File: config.mk
export PLATFORM = sky130hd
export DESIGN_NAME = button_conditioner
export DESIGN_NICKNAME = d
export VERILOG_FILES = /design/src/rtl/button_pkg.sv /design/src/rtl/button_channel.sv /design/src/rtl/button_conditioner.sv
export SDC_FILE = /design/constraint.sdc
export NUM_CORES = 1
export LEC_CHECK = 0
export BUFFER_PORTS_ARGS = -buffer_cell sky130_fd_sc_hd__buf_2
export CAP_MARGIN = 20
export CORE_UTILIZATION = 30
export DETAILED_ROUTE_END_ITERATION = 16
export HOLD_SLACK_MARGIN = 0.05
export SYNTH_ARGS = -nofsm -noshare
export SYNTH_HDL_FRONTEND = slang
export SYNTH_HIERARCHICAL = 1
export SYNTH_SLANG_ARGS = --single-unit
export TNS_END_PERCENT = 5
File: constraint.sdc
create_clock -name clk -period 5.9 [get_ports clk]
set_input_delay 0.885 -clock clk [delete_from_list [all_inputs] [get_ports clk]]
set_output_delay 0.885 -clock clk [all_outputs]
set_load 0.005 [all_outputs]
File: src/rtl/button_pkg.sv
// ---------------------------------------------------------------------------
// button_pkg
//   Shared constants and types for the button conditioner.
//   - NUM_BTNS / BTN_* : channel count and bit positions in the packed
//                        {mins, hours, set} vectors used by the top level.
//   - DEF_*_CYCLES     : default timing constants (clock cycles).
//   - rpt_state_e      : per-channel auto-repeat state machine encoding.
//   - max_int          : helper used to size the shared repeat counter.
// ---------------------------------------------------------------------------
package button_pkg;

  localparam int NUM_BTNS  = 3;
  localparam int BTN_SET   = 0;
  localparam int BTN_HOURS = 1;
  localparam int BTN_MINS  = 2;

  localparam int DEF_DEBOUNCE_CYCLES      = 500000;
  localparam int DEF_REPEAT_DELAY_CYCLES  = 25000000;
  localparam int DEF_REPEAT_PERIOD_CYCLES = 10000000;

  typedef enum logic [1:0] {
    RPT_IDLE       = 2'd0,
    RPT_HOLD_DELAY = 2'd1,
    RPT_REPEAT     = 2'd2
  } rpt_state_e;

  function automatic int max_int(input int a, input int b);
    return (a > b) ? a : b;
  endfunction

endpackage

File: src/rtl/button_channel.sv
// ---------------------------------------------------------------------------
// button_channel
//   One conditioned push-button: 2-flop synchronizer, debounce counter,
//   rising-edge press pulse and an optional auto-repeat state machine.
//
// Parameters
//   DEBOUNCE_CYCLES      stable cycles needed to change the debounced level (>=2)
//   REPEAT_DELAY_CYCLES  cycles from press pulse to first repeat pulse (>=2)
//   REPEAT_PERIOD_CYCLES cycles between later repeat pulses (>=2)
//   REPEAT_EN            1: auto-repeat while held, 0: single press pulse only
//
// Ports
//   clk     in  clock
//   reset   in  synchronous active-high reset
//   raw_in  in  asynchronous, bouncy, active-high button
//   pulse   out one-cycle press / repeat pulse (forced low while reset is high)
//   level   out debounced button level
// ---------------------------------------------------------------------------
module button_channel
  import button_pkg::*;
#(
  parameter int DEBOUNCE_CYCLES      = DEF_DEBOUNCE_CYCLES,
  parameter int REPEAT_DELAY_CYCLES  = DEF_REPEAT_DELAY_CYCLES,
  parameter int REPEAT_PERIOD_CYCLES = DEF_REPEAT_PERIOD_CYCLES,
  parameter bit REPEAT_EN            = 1'b1
) (
  input  logic clk,
  input  logic reset,
  input  logic raw_in,
  output logic pulse,
  output logic level
);

  // Counters only ever hold 0 .. N-1: they are cleared on the cycle the
  // count would reach N, so $clog2(N) bits are enough and nothing wraps.
  localparam int DB_W  = $clog2(DEBOUNCE_CYCLES);
  localparam int RPT_W = $clog2(max_int(REPEAT_DELAY_CYCLES, REPEAT_PERIOD_CYCLES));

  localparam logic [DB_W-1:0]  DB_LAST     = DB_W'(DEBOUNCE_CYCLES - 1);
  localparam logic [RPT_W-1:0] DELAY_LAST  = RPT_W'(REPEAT_DELAY_CYCLES - 1);
  localparam logic [RPT_W-1:0] PERIOD_LAST = RPT_W'(REPEAT_PERIOD_CYCLES - 1);

  logic [1:0]       sync_q,   sync_d;
  logic [DB_W-1:0]  db_cnt_q, db_cnt_d;
  logic             level_q,  level_d;
  rpt_state_e       state_q,  state_d;
  logic [RPT_W-1:0] rpt_cnt_q, rpt_cnt_d;
  logic             pulse_q,  pulse_d;

  logic sync_s;
  logic rise;
  logic fall;

  assign sync_s = sync_q[1];

  // Synchronizer and debounce.
  always_comb begin
    sync_d   = {sync_q[0], raw_in};
    db_cnt_d = '0;
    level_d  = level_q;
    rise     = 1'b0;
    fall     = 1'b0;
    if (sync_s != level_q) begin
      if (db_cnt_q == DB_LAST) begin
        // The count would reach DEBOUNCE_CYCLES on this edge: accept the
        // new level and restart counting from zero.
        level_d  = ~level_q;
        db_cnt_d = '0;
        rise     = ~level_q;
        fall     = level_q;
      end else begin
        db_cnt_d = db_cnt_q + 1'b1;
      end
    end
  end

  // Press pulse and auto-repeat.
  always_comb begin
    state_d   = state_q;
    rpt_cnt_d = rpt_cnt_q;
    pulse_d   = 1'b0;
    case (state_q)
      RPT_IDLE: begin
        rpt_cnt_d = '0;
        if (rise) begin
          pulse_d = 1'b1;
          state_d = RPT_HOLD_DELAY;
        end
      end
      RPT_HOLD_DELAY: begin
        if (fall) begin
          // Checked first so a repeat landing on the release is dropped.
          state_d   = RPT_IDLE;
          rpt_cnt_d = '0;
        end else if (REPEAT_EN) begin
          if (rpt_cnt_q == DELAY_LAST) begin
            pulse_d   = 1'b1;
            state_d   = RPT_REPEAT;
            rpt_cnt_d = '0;
          end else begin
            rpt_cnt_d = rpt_cnt_q + 1'b1;
          end
        end
        // Without REPEAT_EN the channel parks here until release.
      end
      RPT_REPEAT: begin
        if (fall) begin
          state_d   = RPT_IDLE;
          rpt_cnt_d = '0;
        end else if (rpt_cnt_q == PERIOD_LAST) begin
          pulse_d   = 1'b1;
          rpt_cnt_d = '0;
        end else begin
          rpt_cnt_d = rpt_cnt_q + 1'b1;
        end
      end
      default: begin
        state_d   = RPT_IDLE;
        rpt_cnt_d = '0;
      end
    endcase
  end

  always_ff @(posedge clk) begin
    if (reset) begin
      sync_q    <= '0;
      db_cnt_q  <= '0;
      level_q   <= 1'b0;
      state_q   <= RPT_IDLE;
      rpt_cnt_q <= '0;
      pulse_q   <= 1'b0;
    end else begin
      sync_q    <= sync_d;
      db_cnt_q  <= db_cnt_d;
      level_q   <= level_d;
      state_q   <= state_d;
      rpt_cnt_q <= rpt_cnt_d;
      pulse_q   <= pulse_d;
    end
  end

  // A pulse registered just before reset asserts must not be seen by
  // downstream logic during the reset cycle itself.
  assign pulse = pulse_q & ~reset;
  assign level = level_q;

endmodule

File: src/rtl/button_conditioner.sv
// ---------------------------------------------------------------------------
// button_conditioner
//   Conditions the three clock-setting buttons. Each button gets its own
//   button_channel; hours and minutes auto-repeat while held, set_time
//   produces a single pulse per press. Channels are fully independent.
//
// Ports
//   clk            in  clock
//   reset          in  synchronous active-high reset
//   raw_set_time   in  bouncy set-time button
//   raw_inc_hours  in  bouncy hours button
//   raw_inc_mins   in  bouncy minutes button
//   btn_set_time   out one-cycle press pulse, never repeats
//   btn_inc_hours  out one-cycle press pulse, auto-repeats while held
//   btn_inc_mins   out one-cycle press pulse, auto-repeats while held
//   btn_level      out debounced levels {mins, hours, set}
// ---------------------------------------------------------------------------
module button_conditioner
  import button_pkg::*;
#(
  parameter int DEBOUNCE_CYCLES      = DEF_DEBOUNCE_CYCLES,
  parameter int REPEAT_DELAY_CYCLES  = DEF_REPEAT_DELAY_CYCLES,
  parameter int REPEAT_PERIOD_CYCLES = DEF_REPEAT_PERIOD_CYCLES
) (
  input  logic       clk,
  input  logic       reset,
  input  logic       raw_set_time,
  input  logic       raw_inc_hours,
  input  logic       raw_inc_mins,
  output logic       btn_set_time,
  output logic       btn_inc_hours,
  output logic       btn_inc_mins,
  output logic [2:0] btn_level
);

  logic [NUM_BTNS-1:0] raw_vec;
  logic [NUM_BTNS-1:0] pulse_vec;
  logic [NUM_BTNS-1:0] level_vec;

  assign raw_vec[BTN_SET]   = raw_set_time;
  assign raw_vec[BTN_HOURS] = raw_inc_hours;
  assign raw_vec[BTN_MINS]  = raw_inc_mins;

  generate
    for (genvar gi = 0; gi < NUM_BTNS; gi++) begin : g_chan
      button_channel #(
        .DEBOUNCE_CYCLES      (DEBOUNCE_CYCLES),
        .REPEAT_DELAY_CYCLES  (REPEAT_DELAY_CYCLES),
        .REPEAT_PERIOD_CYCLES (REPEAT_PERIOD_CYCLES),
        .REPEAT_EN            (gi != BTN_SET)
      ) u_chan (
        .clk    (clk),
        .reset  (reset),
        .raw_in (raw_vec[gi]),
        .pulse  (pulse_vec[gi]),
        .level  (level_vec[gi])
      );
    end
  endgenerate

  assign btn_set_time  = pulse_vec[BTN_SET];
  assign btn_inc_hours = pulse_vec[BTN_HOURS];
  assign btn_inc_mins  = pulse_vec[BTN_MINS];
  assign btn_level     = level_vec;

endmodule

# ---- Yosys cells after proc, flatten, opt, wreduce, memory -nomap -nowiden
# Index checks and enable logic that the tools add are counted.
dict set report word_totals {
  regBits 150
  output_inout_bits 6
}
dict set report op_classes {
  eq_ne 26
  mux 55
  bitwise_logic 10
  reduce_logical 13
  addsub 6
}
# cell count
set ops {}
lappend ops {{25-bit two-way mux} 11}
lappend ops {{25-bit one-hot mux with 2 select lines} 3}
lappend ops {{25-bit by 1-bit adder with 25-bit output, second input constant} 3}
lappend ops {{25-bit by 24-bit equality test with 1-bit output, second input constant} 3}
lappend ops {{19-bit by 1-bit adder with 19-bit output, second input constant} 3}
lappend ops {{19-bit equality test, second input constant} 3}
lappend ops {{25-bit equality test, second input constant} 2}
lappend ops {{1-bit two-way mux} 25}
lappend ops {{2-bit two-way mux} 10}
lappend ops {{2-bit by 1-bit inequality test with 1-bit output, second input constant} 7}
lappend ops {{2-bit one-hot mux with 3 select lines} 2}
lappend ops {{3-bit OR reduction} 3}
lappend ops {{2-bit AND reduction} 4}
lappend ops {{1-bit inverter} 7}
lappend ops {{2-bit by 1-bit equality test with 1-bit output, second input constant} 3}
lappend ops {{2-bit equality test, second input constant} 3}
lappend ops {{2-bit zero test} 3}
lappend ops {{3-bit by 1-bit inequality test with 1-bit output, second input constant} 2}
lappend ops {{1-bit one-hot mux with 3 select lines} 2}
lappend ops {{3-bit AND reduction} 2}
lappend ops {{2-bit one-hot mux with 2 select lines} 1}
lappend ops {{1-bit AND} 3}
lappend ops {{1-bit inequality test} 3}
lappend ops {{1-bit one-hot mux with 2 select lines} 1}
lappend ops {{2-bit OR reduction} 1}

# ---- Depth between registers and ports, before layout
# Gate-level depths: netlist of the first run.
dict set report depth {
  depth_word 5
  ltp_mapped 7
  depth_no_buf 7
}

# ---- Modules after synthesis
# The synthesis of the first run kept the hierarchy.
# module instances area_each_um2 cells_each seq_area_each_um2
set by_module_without_submodules {}
lappend by_module_without_submodules {{button_channel at g_chan[1].u_chan} 1 2449.8 276 1001.0}
lappend by_module_without_submodules {{button_channel at g_chan[2].u_chan} 1 2442.3 282 1001.0}
lappend by_module_without_submodules {{button_channel at g_chan[0].u_chan} 1 1109.8 129 480.5}

# ---- Worst setup path before layout of the first run
# No wires, ideal clock.
dict set report synth_timing {
  kind {in2out}
  start {input port reset}
  end {output port btn_inc_hours}
  path_stages 2
  n_path_buf 1
  t_arrival_ns 1.230
  required_time_ns 5.015
  slack_ns 3.785
  path_cell_list {clkbuf_1 nor2b_1}
}
dict set report synth_between {
  elab_chain_len 2
}
# element line
set synth_rtl {}
lappend synth_rtl {{from (decl)} button_conditioner.sv:26} ;# input logic reset,
lappend synth_rtl {{1-bit inverter} button_channel.sv:144} ;# assign pulse = pulse_q & ~reset;
lappend synth_rtl {{1-bit AND} button_channel.sv:144}
lappend synth_rtl {{to (decl)} button_conditioner.sv:31} ;# output logic btn_inc_hours,
# No other way between the ends.

# ---- Worst setup path in the final report of the first run
# Ends and elaborated chain as after synthesis.

==> summary.txt, run 1 <==
outcome = complete, no violations
Post-synth EDFFs = 0
core area = 19500 µm²
critical path arrival = 1.53 ns
Pre-antenna DRT Iters = 4
clock insertion delay at the later pin of the skew report = 0.41 ns
# hold bufs at CTS = 0
final wirelength = 11500 µm
Rel. slew slack = 0.555
die area = 20600 µm²
Critical Path Start Type = primary input
Net count, final = 721
Yosys warnings = 6
Synth top area share = 0.414
number of synthesized register bits = 124
P_leak = 2.08 nW
clk sinks = 124
grt ovf = 0
Synth area leader = dfxtp_1
Post-CTS Resized = 0
Final min period = 2.42 ns
first-pass GRT wire length = 20000 µm
clock buffer depth = 2
worst slew pin tran = 0.662 ns
Max Clock Skew = 0.00557 ns
routed wire length per instance = 11.7 µm
gr busiest metal = met2
DR vias = 4595
unique cell type count in the Yosys netlist = 63
largest net degree at the start of global routing = 27
TNS Setup = 0 ns
main area contributors after synthesis = dfxtp_1 41%, xnor2_1 8.5%, nor2_1 7.7%, xor2_1 5.5%, nand3_1 3.0%
DRT antenna net count = 0
initial antenna violation count = 1
GR Util met2 = 0.187
GR Util met3 = 0.0377
Via-to-Cell Ratio = 4.69
RSZ-0062 raised after global routing = false
pwr/cell area = 277 nW/µm²
num rows = 51
post-synthesis sequential area ratio = 0.414
Layout area overhead = 14.8%
I/O Buffers = 10
final hold viol count = 0
max cap viols = 0
Achievable Freq = 0.414 GHz
GP Congestion = 0.797
layout cells sized above 1 = 0.0867
post-route clock period utilization = 0.410
Mapped Area = 6000 µm²
maximum VDD drop = 0.000155 V
Clock transition at path regs = 0.05 ns
die boundary height = 143 µm
Worst Path Max Fanout = 26
Synth Instances = 687
placed wire-length estimate = 7700 µm
ANT cells = 0
Crit Path Class = in2out
CP endpoint kind = primary output
syn nets = 705
initial DRC count = 191
number of global-route vias before repair = 4239
die width = 143 µm
PnR worst setup slack = 3.48 ns
all-layer global routing usage = 0.122
Num CTS Buffers = 17
Setup Fix Bufs, Post-CTS = 0
Setup WS pre-CTS = 3.28 ns
M1 GR Usage = 0.159
Hold WC Path Type = reg2reg
max-slew violations = 0
final setup fails = 0
num ports = 11
clock root buffer master = clkbuf_16
CTS tree = yes
syn_area_per_cell = 8.74 µm²
Critical Path RT = 5.02 ns
Most used DFF post-synth = dfxtp_1
asr flop ratio synth = 0
Residual DRC = 0
H-tree Lvls = 4
Initial Util = 0.307
==> cell families after synthesis <==
| kind of cell | share of synthesized area |
|---|---|
| compound gates | 0.0507 |
| mux | 0.00167 |
| fa+ha+maj | 0.0271 |
| xor+xnor | 0.140 |
| flops | 0.414 |
| buf+inv | 0.0356 |
| simple gates | 0.331 |
==> through the flow <==
stage	hold WS [ns]	area (µm²)	instances	power (W)	utilization
floorplan	0.414	6000	687	0.000871	-
global placement	0.417	6290	948	0.000876	0.322
detailed placement	0.420	6290	948	0.000876	0.322
CTS	0.434	6880	979	0.00194	0.353
global route	0.468	6890	980	0.00198	0.353
finish	0.433	6890	980	0.00191	0.353
==> layer usage <==
metal	up-vias	wire [µm]
met4	0	130
met3	11	398
li1	2414	-
met1	2115	5870
met2	55	5080
met5	-	0
==> power breakdown <==
group / switching, W / internal (W)
Clock: 0.000355 / 0.000693
Sequential: 0.00000272 / 0.000842
Combinational: 0.00000924 / 0.00000450
==> path summary, 6_finish.rpt <==
kind | startpoint | to | slack (ns) | depth (start not counted)
hold / removal | g_chan[2].u_chan/sync_q[0] | g_chan[2].u_chan/sync_q[1] | 0.43 | 1
setup reg to reg | g_chan[2].u_chan/db_cnt_q[0] | g_chan[2].u_chan/db_cnt_q[3] | 3.65 | 6
setup / recovery | reset | btn_inc_hours | 3.48 | 3
hold reg to reg | g_chan[2].u_chan/sync_q[0] | g_chan[2].u_chan/sync_q[1] | 0.43 | 1
==> cell usage after synthesis (5+ instances only) <==
cell / count
dfxtp_1: 124
nor2_1: 123
xnor2_1: 58
nand2_1: 46
xor2_1: 38
nand3_1: 36
inv_1: 32
nand4_1: 28
nor3_1: 26
nor4_1: 19
ha_1: 13
and3_1: 12
nor2b_1: 11
nor4b_1: 9
and2_1: 8
and4_1: 7
a21oi_1: 6
or3_1: 6
clkbuf_1: 5
nor3b_1: 5
o31ai_1: 5
==> state kept, by name (all words and copies together), names as in the netlist <==
name / cells
g_chan.u_chan/level: 3
g_chan.u_chan/pulse_q: 3
g_chan.u_chan/db_cnt_q: 57
g_chan.u_chan/state_q: 5
g_chan.u_chan/rpt_cnt_q: 50
g_chan.u_chan/sync_q: 6
==> area by class of cell <==
cell class	count	area [µm²]
fill	2065	12600
clock buffer	24	482
sequential	124	2480
multi-input combinational	517	3310
timing repair buffer	11	57.6
tap	265	332
inverter	32	120
clock inverter	7	113
==> cell usage in the layout (no fill, tap or decap), types with 4 or more instances in the layout <==
cell type,instances
dfxtp_1,124
nor2_1,123
xnor2_1,58
nand2_1,46
xor2_1,38
nand3_1,36
inv_1,32
nand4_1,28
nor3_1,26
nor4_1,19
clkbuf_16,17
ha_1,13
and3_1,12
nor2b_1,11
buf_2,10
nor4b_1,9
and2_1,8
and4_1,7
or3_1,6
a21oi_1,6
nor3b_1,5
o31ai_1,5
clkbuf_1,4
nand4_2,4
o21ai_0,4
nand2b_1,4
==> worst max-delay path, stage by stage <==
cell     delay [ns]
buf_2          0.40
nor2b_1        0.09
buf_2          0.14
(Power assumes the default switching activity.)
==> inputs of run 2 (changes only) <==
==> constraint.sdc (replaced) <==
create_clock -name clk -period 2.3 [get_ports clk]
set_input_delay 0.345 -clock clk [delete_from_list [all_inputs] [get_ports clk]]
set_output_delay 0.345 -clock clk [all_outputs]
set_load 0.005 [all_outputs]
==> summary.txt, run 2 (same netlist as run 1, synthesis figures left out) <==
Post-CTS Resized = 0 (unchanged)
die area = 20600 µm² (unchanged)
R2R setup slack = 0.21 ns (-3.44 ns)
Fill cells = 2015 (-2.4%)
largest net degree at the start of global routing = 25 (-7.4%)
Rel. slew slack = 0.659 (+0.104)
CP peak stage delay = 0.60 ns (+0.20 ns)
DRT antenna net count = 0 (unchanged)
Final min period = 2.09 ns
Initial Util = 0.307 (unchanged)
GP Congestion = 0.800 (+0.41%)
max cap viols = 0 (unchanged)
Pre-antenna DRT Iters = 5 (+1)
Setup Fix Bufs, Post-CTS = 0 (unchanged)
Worst Path Max Fanout = 24 (-7.7%)
critical path arrival = 2.39 ns (+0.86 ns)
grt ovf = 0 (unchanged)
CP endpoint kind = flip-flop
P_leak = 2.13 nW (+2.7%)
worst slew pin tran = 0.507 ns (-0.154 ns)
# hold bufs at CTS = 0 (unchanged)
die boundary height = 143 µm (unchanged)
area occupied by multi-input gates = 3310 µm² (unchanged)
commonest non-fill, non-tap cells in the layout = 124 x dfxtp_1, 123 x nor2_1, 58 x xnor2_1
delay-heaviest family, CP = simple AND/OR/NAND/NOR gates
routed length on met2 = 5100 µm (+0.41%)
Max Clock Skew = 0.00492 ns (-0.000655 ns)
Layout area overhead = 16.1%
number of global-route vias before repair = 4340 (+2.4%)
clock root buffer master = clkbuf_16
number of flip-flops in the largest register = 57 (unchanged)
core area = 19500 µm² (unchanged)
met3 WL = 464 µm (+17%)
ANT cells = 0 (unchanged)
placed wire-length estimate = 7970 µm (+3.5%)
Top Layer Used = met4
post-route clock period utilization = 0.908
DR vias = 4622 (+0.59%)
die width = 143 µm (unchanged)
Hold WC Path Type = in2reg
Achievable Freq = 0.479 GHz
Residual DRC = 0 (unchanged)
register area = 2480 µm² (unchanged)
max-slew violations = 0 (unchanged)
layout cells sized above 1 = 0.0997 (+0.0130)
initial antenna violation count = 0 (-1)
Critical Path RT = 2.60 ns (-2.42 ns)
outcome = complete, no violations
final wirelength = 11500 µm (unchanged)
final setup fails = 0 (unchanged)
Worst path slowest cell = or4_4
Top reg by flops = g_chan.u_chan/db_cnt_q
TNS Setup = 0 ns (unchanged)
Crit Path Class = reg2reg
commonest non-fill, non-tap cell in the layout = dfxtp_1
initial DRC count = 361 (+89%)
CTS tree = yes
pwr/cell area = 703 nW/µm² (+150%)
I/O Buffers = 10 (unchanged)
Via-to-Cell Ratio = 4.68 (-0.13%)
Num CTS Buffers = 17 (unchanged)
Buf+Inv Stages, Crit Path = 0 (-2)
clk sinks = 124 (unchanged)
RSZ-0062 raised after global routing = false
first-pass GRT wire length = 20100 µm (+0.48%)
maximum VDD drop = 0.000470 V (+200%)
CP cell instances = ha_1, nand4_1, or4_4, nor4_4, a211o_4, nor2_1
H-tree Lvls = 4 (unchanged)
met1 WL = 5840 µm (-0.51%)
Net count, final = 729 (+1.1%)
final hold viol count = 0 (unchanged)
Clock transition at path regs = 0.05 ns (about the same)
routed wire length per instance = 11.6 µm (-0.71%)
largest registers = g_chan.u_chan/db_cnt_q: 57 flops, g_chan.u_chan/rpt_cnt_q: 50 flops, g_chan.u_chan/sync_q: 6 flops
num ports = 11 (unchanged)
all-layer global routing usage = 0.123 (+0.00172)
post-layout util = 0.357 (+0.00397)
clock buffer depth = 2 (unchanged)
Critical Path Start Type = flip-flop
clock insertion delay at the later pin of the skew report = 0.41 ns (about the same)
num rows = 51 (unchanged)
run 2: per-stage QoR:
step | setup slack, ns | cell area [µm²] | hold WS [ns] | total power (W) | cells
after global routing | 0.0484 | 6970 | 0.129 | 0.00511 | 987
after CTS | 0.228 | 6970 | 0.116 | 0.00499 | 987
final | 0.212 | 6970 | 0.139 | 0.00490 | 987
after floorplan | 0.367 | 6000 | 0.414 | 0.00223 | 687
after detailed placement | 0.235 | 6370 | 0.424 | 0.00225 | 957
after global placement | 0.303 | 6370 | 0.422 | 0.00225 | 957
run 2: worst paths after layout:
path,startpoint,to,cells past startpoint
hold reg to reg,g_chan[0].u_chan/sync_q[0],g_chan[0].u_chan/sync_q[1],1
hold / removal,raw_inc_hours,g_chan[1].u_chan/sync_q[0],2
setup / recovery,g_chan[2].u_chan/db_cnt_q[0],g_chan[2].u_chan/rpt_cnt_q[7],6
setup reg to reg,g_chan[2].u_chan/db_cnt_q[0],g_chan[2].u_chan/rpt_cnt_q[7],6
run 2: power by group:
group          total [W]  leakage, nW  internal, W  switching (W)
registers        0.00217         1.00      0.00216     0.00000696
clock network    0.00269        0.301      0.00179       0.000900
logic          0.0000378        0.831    0.0000137      0.0000241
run 2: metal layers:
| metal | track usage | vias up |
|---|---|---|
| li1 | - | 2432 |
| met1 | 0.156 | 2130 |
| met2 | 0.194 | 56 |
| met3 | 0.0373 | 4 |
| met4 | 0.0510 | 0 |
| met5 | 0 | - |
run 2: area by class of cell:
type                    count  share of cell area
repair buffers             19              0.0187
inverters                  32              0.0172
multi-input cells         517               0.474
clock inverters             8              0.0165
well taps                 265              0.0476
clock buffers              22              0.0695
flip-flops and latches    124               0.356
run 2: worst register-to-register path, cell delays in order, from the launching register on:
cell and delay (ns):
dfxtp_1 0.37, ha_1 0.24, nand4_1 0.18, or4_4 0.60, nor4_4 0.19, a211o_4 0.30
nor2_1 0.09
==> inputs of run 3 (changes only) <==
--- a/config.mk
+++ b/config.mk
@@ -7,9 +7,12 @@
 export LEC_CHECK = 0
 export BUFFER_PORTS_ARGS = -buffer_cell sky130_fd_sc_hd__buf_2
 export CAP_MARGIN = 20
+export CELL_PAD_IN_SITES_DETAIL_PLACEMENT = 2
+export CELL_PAD_IN_SITES_GLOBAL_PLACEMENT = 2
 export CORE_UTILIZATION = 30
 export DETAILED_ROUTE_END_ITERATION = 16
 export HOLD_SLACK_MARGIN = 0.05
+export PLACE_DENSITY_LB_ADDON = 0.1
 export SYNTH_ARGS = -nofsm -noshare
 export SYNTH_HDL_FRONTEND = slang
 export SYNTH_HIERARCHICAL = 1
==> summary.txt, run 3 (same netlist as run 1, synthesis figures left out) <==
Final min period = 2.16 ns (+0.0687 ns)
final hold viol count = 0 (unchanged)
Residual DRC = 0 (unchanged)
Achievable Freq = 0.464 GHz (-3.2%)
maximum VDD drop = 0.000405 V (-14%)
Crit Path Class = reg2reg
# hold bufs at CTS = 0 (unchanged)
critical path arrival = 2.46 ns (+0.07 ns)
Layout area overhead = 17.3%
P_leak = 2.14 nW (+0.27%)
CTS tree = yes
clock buffer depth = 2 (unchanged)
RR Endpoint = g_chan[2].u_chan/rpt_cnt_q[24]
num ports = 11 (unchanged)
pwr/cell area = 724 nW/µm² (+3.0%)
Critical Path Start Type = flip-flop
grt ovf = 0 (unchanged)
all-layer global routing usage = 0.164 (+0.0408)
routed wire length per instance = 15.9 µm (+37%)
die width = 143 µm (unchanged)
GP Congestion = 0.778 (-2.8%)
R2R setup slack = 0.14 ns (-0.07 ns)
DR vias = 4894 (+5.9%)
max cap viols = 0 (unchanged)
Clock transition at path regs = 0.06 ns (about the same)
Num CTS Buffers = 17 (unchanged)
commonest non-fill, non-tap cells in the layout = 124 x dfxtp_1, 123 x nor2_1, 58 x xnor2_1
commonest non-fill, non-tap cell in the layout = dfxtp_1
layout cells sized above 1 = 0.110 (+0.0103)
hold_sp = raw_inc_hours
die boundary height = 143 µm (unchanged)
die area = 20600 µm² (unchanged)
clk sinks = 124 (unchanged)
Post-DP Area = 6380 µm² (+0.24%)
Critical Path RT = 2.61 ns (about the same)
Worst Path Max Fanout = 12 (-50%)
Via-to-Cell Ratio = 4.93 (+5.4%)
Setup WS pre-CTS = 0.107 ns (-0.128 ns)
H-tree Lvls = 4 (unchanged)
PnR worst setup slack = 0.143 ns (-0.0687 ns)
largest registers = g_chan.u_chan/db_cnt_q: 57 flops, g_chan.u_chan/rpt_cnt_q: 50 flops, g_chan.u_chan/sync_q: 6 flops
initial antenna violation count = 0 (unchanged)
final setup fails = 0 (unchanged)
Top reg by flops = g_chan.u_chan/db_cnt_q
DRT antenna net count = 0 (unchanged)
number of global-route vias before repair = 5253 (+21%)
TNS Setup = 0 ns (unchanged)
max-slew violations = 0 (unchanged)
core area = 19500 µm² (unchanged)
placed cell count = 959 (+0.21%)
first-pass GRT wire length = 26300 µm (+31%)
Rel. slew slack = 0.646 (-0.0129)
placed wire-length estimate = 10900 µm (+36%)
Max Clock Skew = 0.0110 ns (+0.00604 ns)
number of flip-flops in the largest register = 57 (unchanged)
CP endpoint kind = flip-flop
largest net degree at the start of global routing = 25 (unchanged)
clock root buffer master = clkbuf_16
initial DRC count = 132 (-63%)
I/O Buffers = 10 (unchanged)
Net count, final = 732 (+0.41%)
clock insertion delay at the later pin of the skew report = 0.43 ns (+0.02 ns)
Initial Util = 0.307 (unchanged)
post-route clock period utilization = 0.938 (+0.0299)
num rows = 51 (unchanged)
Pre-antenna DRT Iters = 4 (-1)
Reg-to-Reg Start = g_chan[2].u_chan/rpt_cnt_q[0]
fin cells = 992 (+0.51%)
ANT cells = 0 (unchanged)
worst slew pin tran = 0.527 ns (+0.0201 ns)
outcome = complete, no violations
final instance area = 7040 µm² (+1.0%)
Hold EP = g_chan[1].u_chan/sync_q[0]
Hold WC Path Type = in2reg
hold depth = 2 (unchanged)
Worst R2R Path Depth = 6 (unchanged)
final wirelength = 15800 µm (+38%)
[run 3: changes by cell type in the layout (fill, tap and decap cells not counted), moves of 2 or more]
cell,before,now
clkinvlp_4,0,4
clkinv_2,5,3
clkbuf_8,4,1
buf_4,8,10
inv_6,0,3
[run 3: power by group]
| part | leakage [nW] | total [W] | internal, W | switching, W |
|---|---|---|---|---|
| Combinational | 0.839 | 0.0000410 | 0.0000139 | 0.0000271 |
| Clock | 0.299 | 0.00289 | 0.00184 | 0.00105 |
| Sequential | 1.00 | 0.00217 | 0.00216 | 0.00000802 |
[run 3: repair_timing]
action / CTS / global route
buffers inserted: 0 / 0
setup endpoints to repair: 0 / 22
gates resized for setup: 0 / 3
[run 3: routing by layer]
metal,vias to the layer above,wire [µm],GRT usage
met1,2412,7220,0.189
li1,2439,-,-
met2,28,8090,0.293
met4,0,208,0.0543
met3,15,299,0.0427
met5,-,0,0
[run 3: cell type report]
type | count | area [µm²]
Timing Repair Buffer | 21 | 145
Fill cell | 2233 | 12500
Sequential cell | 124 | 2480
Tap cell | 265 | 332
Clock buffer | 18 | 439
Inverter | 32 | 120
Multi-Input combinational cell | 518 | 3330
Clock inverter | 14 | 191
[run 3: how the worst max path moves through the flow]
stage | startpoint | to | slack, ns | cells past startpoint
finish | g_chan[2].u_chan/rpt_cnt_q[0] | g_chan[2].u_chan/rpt_cnt_q[24] | 0.14 | 6
global route | g_chan[2].u_chan/db_cnt_q[0] | g_chan[2].u_chan/rpt_cnt_q[24] | -0.005 | 6
CTS | g_chan[2].u_chan/rpt_cnt_q[0] | g_chan[2].u_chan/rpt_cnt_q[24] | 0.08 | 6
detailed placement | g_chan[2].u_chan/rpt_cnt_q[0] | g_chan[2].u_chan/rpt_cnt_q[12] | 0.11 | 6
global placement | g_chan[2].u_chan/db_cnt_q[0] | g_chan[2].u_chan/rpt_cnt_q[3] | 0.24 | 6
floorplan | g_chan[2].u_chan/db_cnt_q[0] | g_chan[2].u_chan/rpt_cnt_q[20] | 0.37 | 7
[run 3: through the flow]
stage / hold WS [ns] / utilization / total power [W]
floorplan: 0.414 / - / 0.00223
global placement: 0.424 / 0.327 / 0.00225
detailed placement: 0.439 / 0.327 / 0.00225
CTS: 0.109 / 0.359 / 0.00519
global route: 0.112 / 0.361 / 0.00530
finish: 0.133 / 0.361 / 0.00510
[run 3: worst max-delay path, stage by stage, from the launching register on]
cell     delay, ns
dfxtp_1       0.37
ha_1          0.24
nand4_1       0.15
or3_1         0.44
o31ai_2       0.45
a211o_4       0.30
nor2_1        0.07
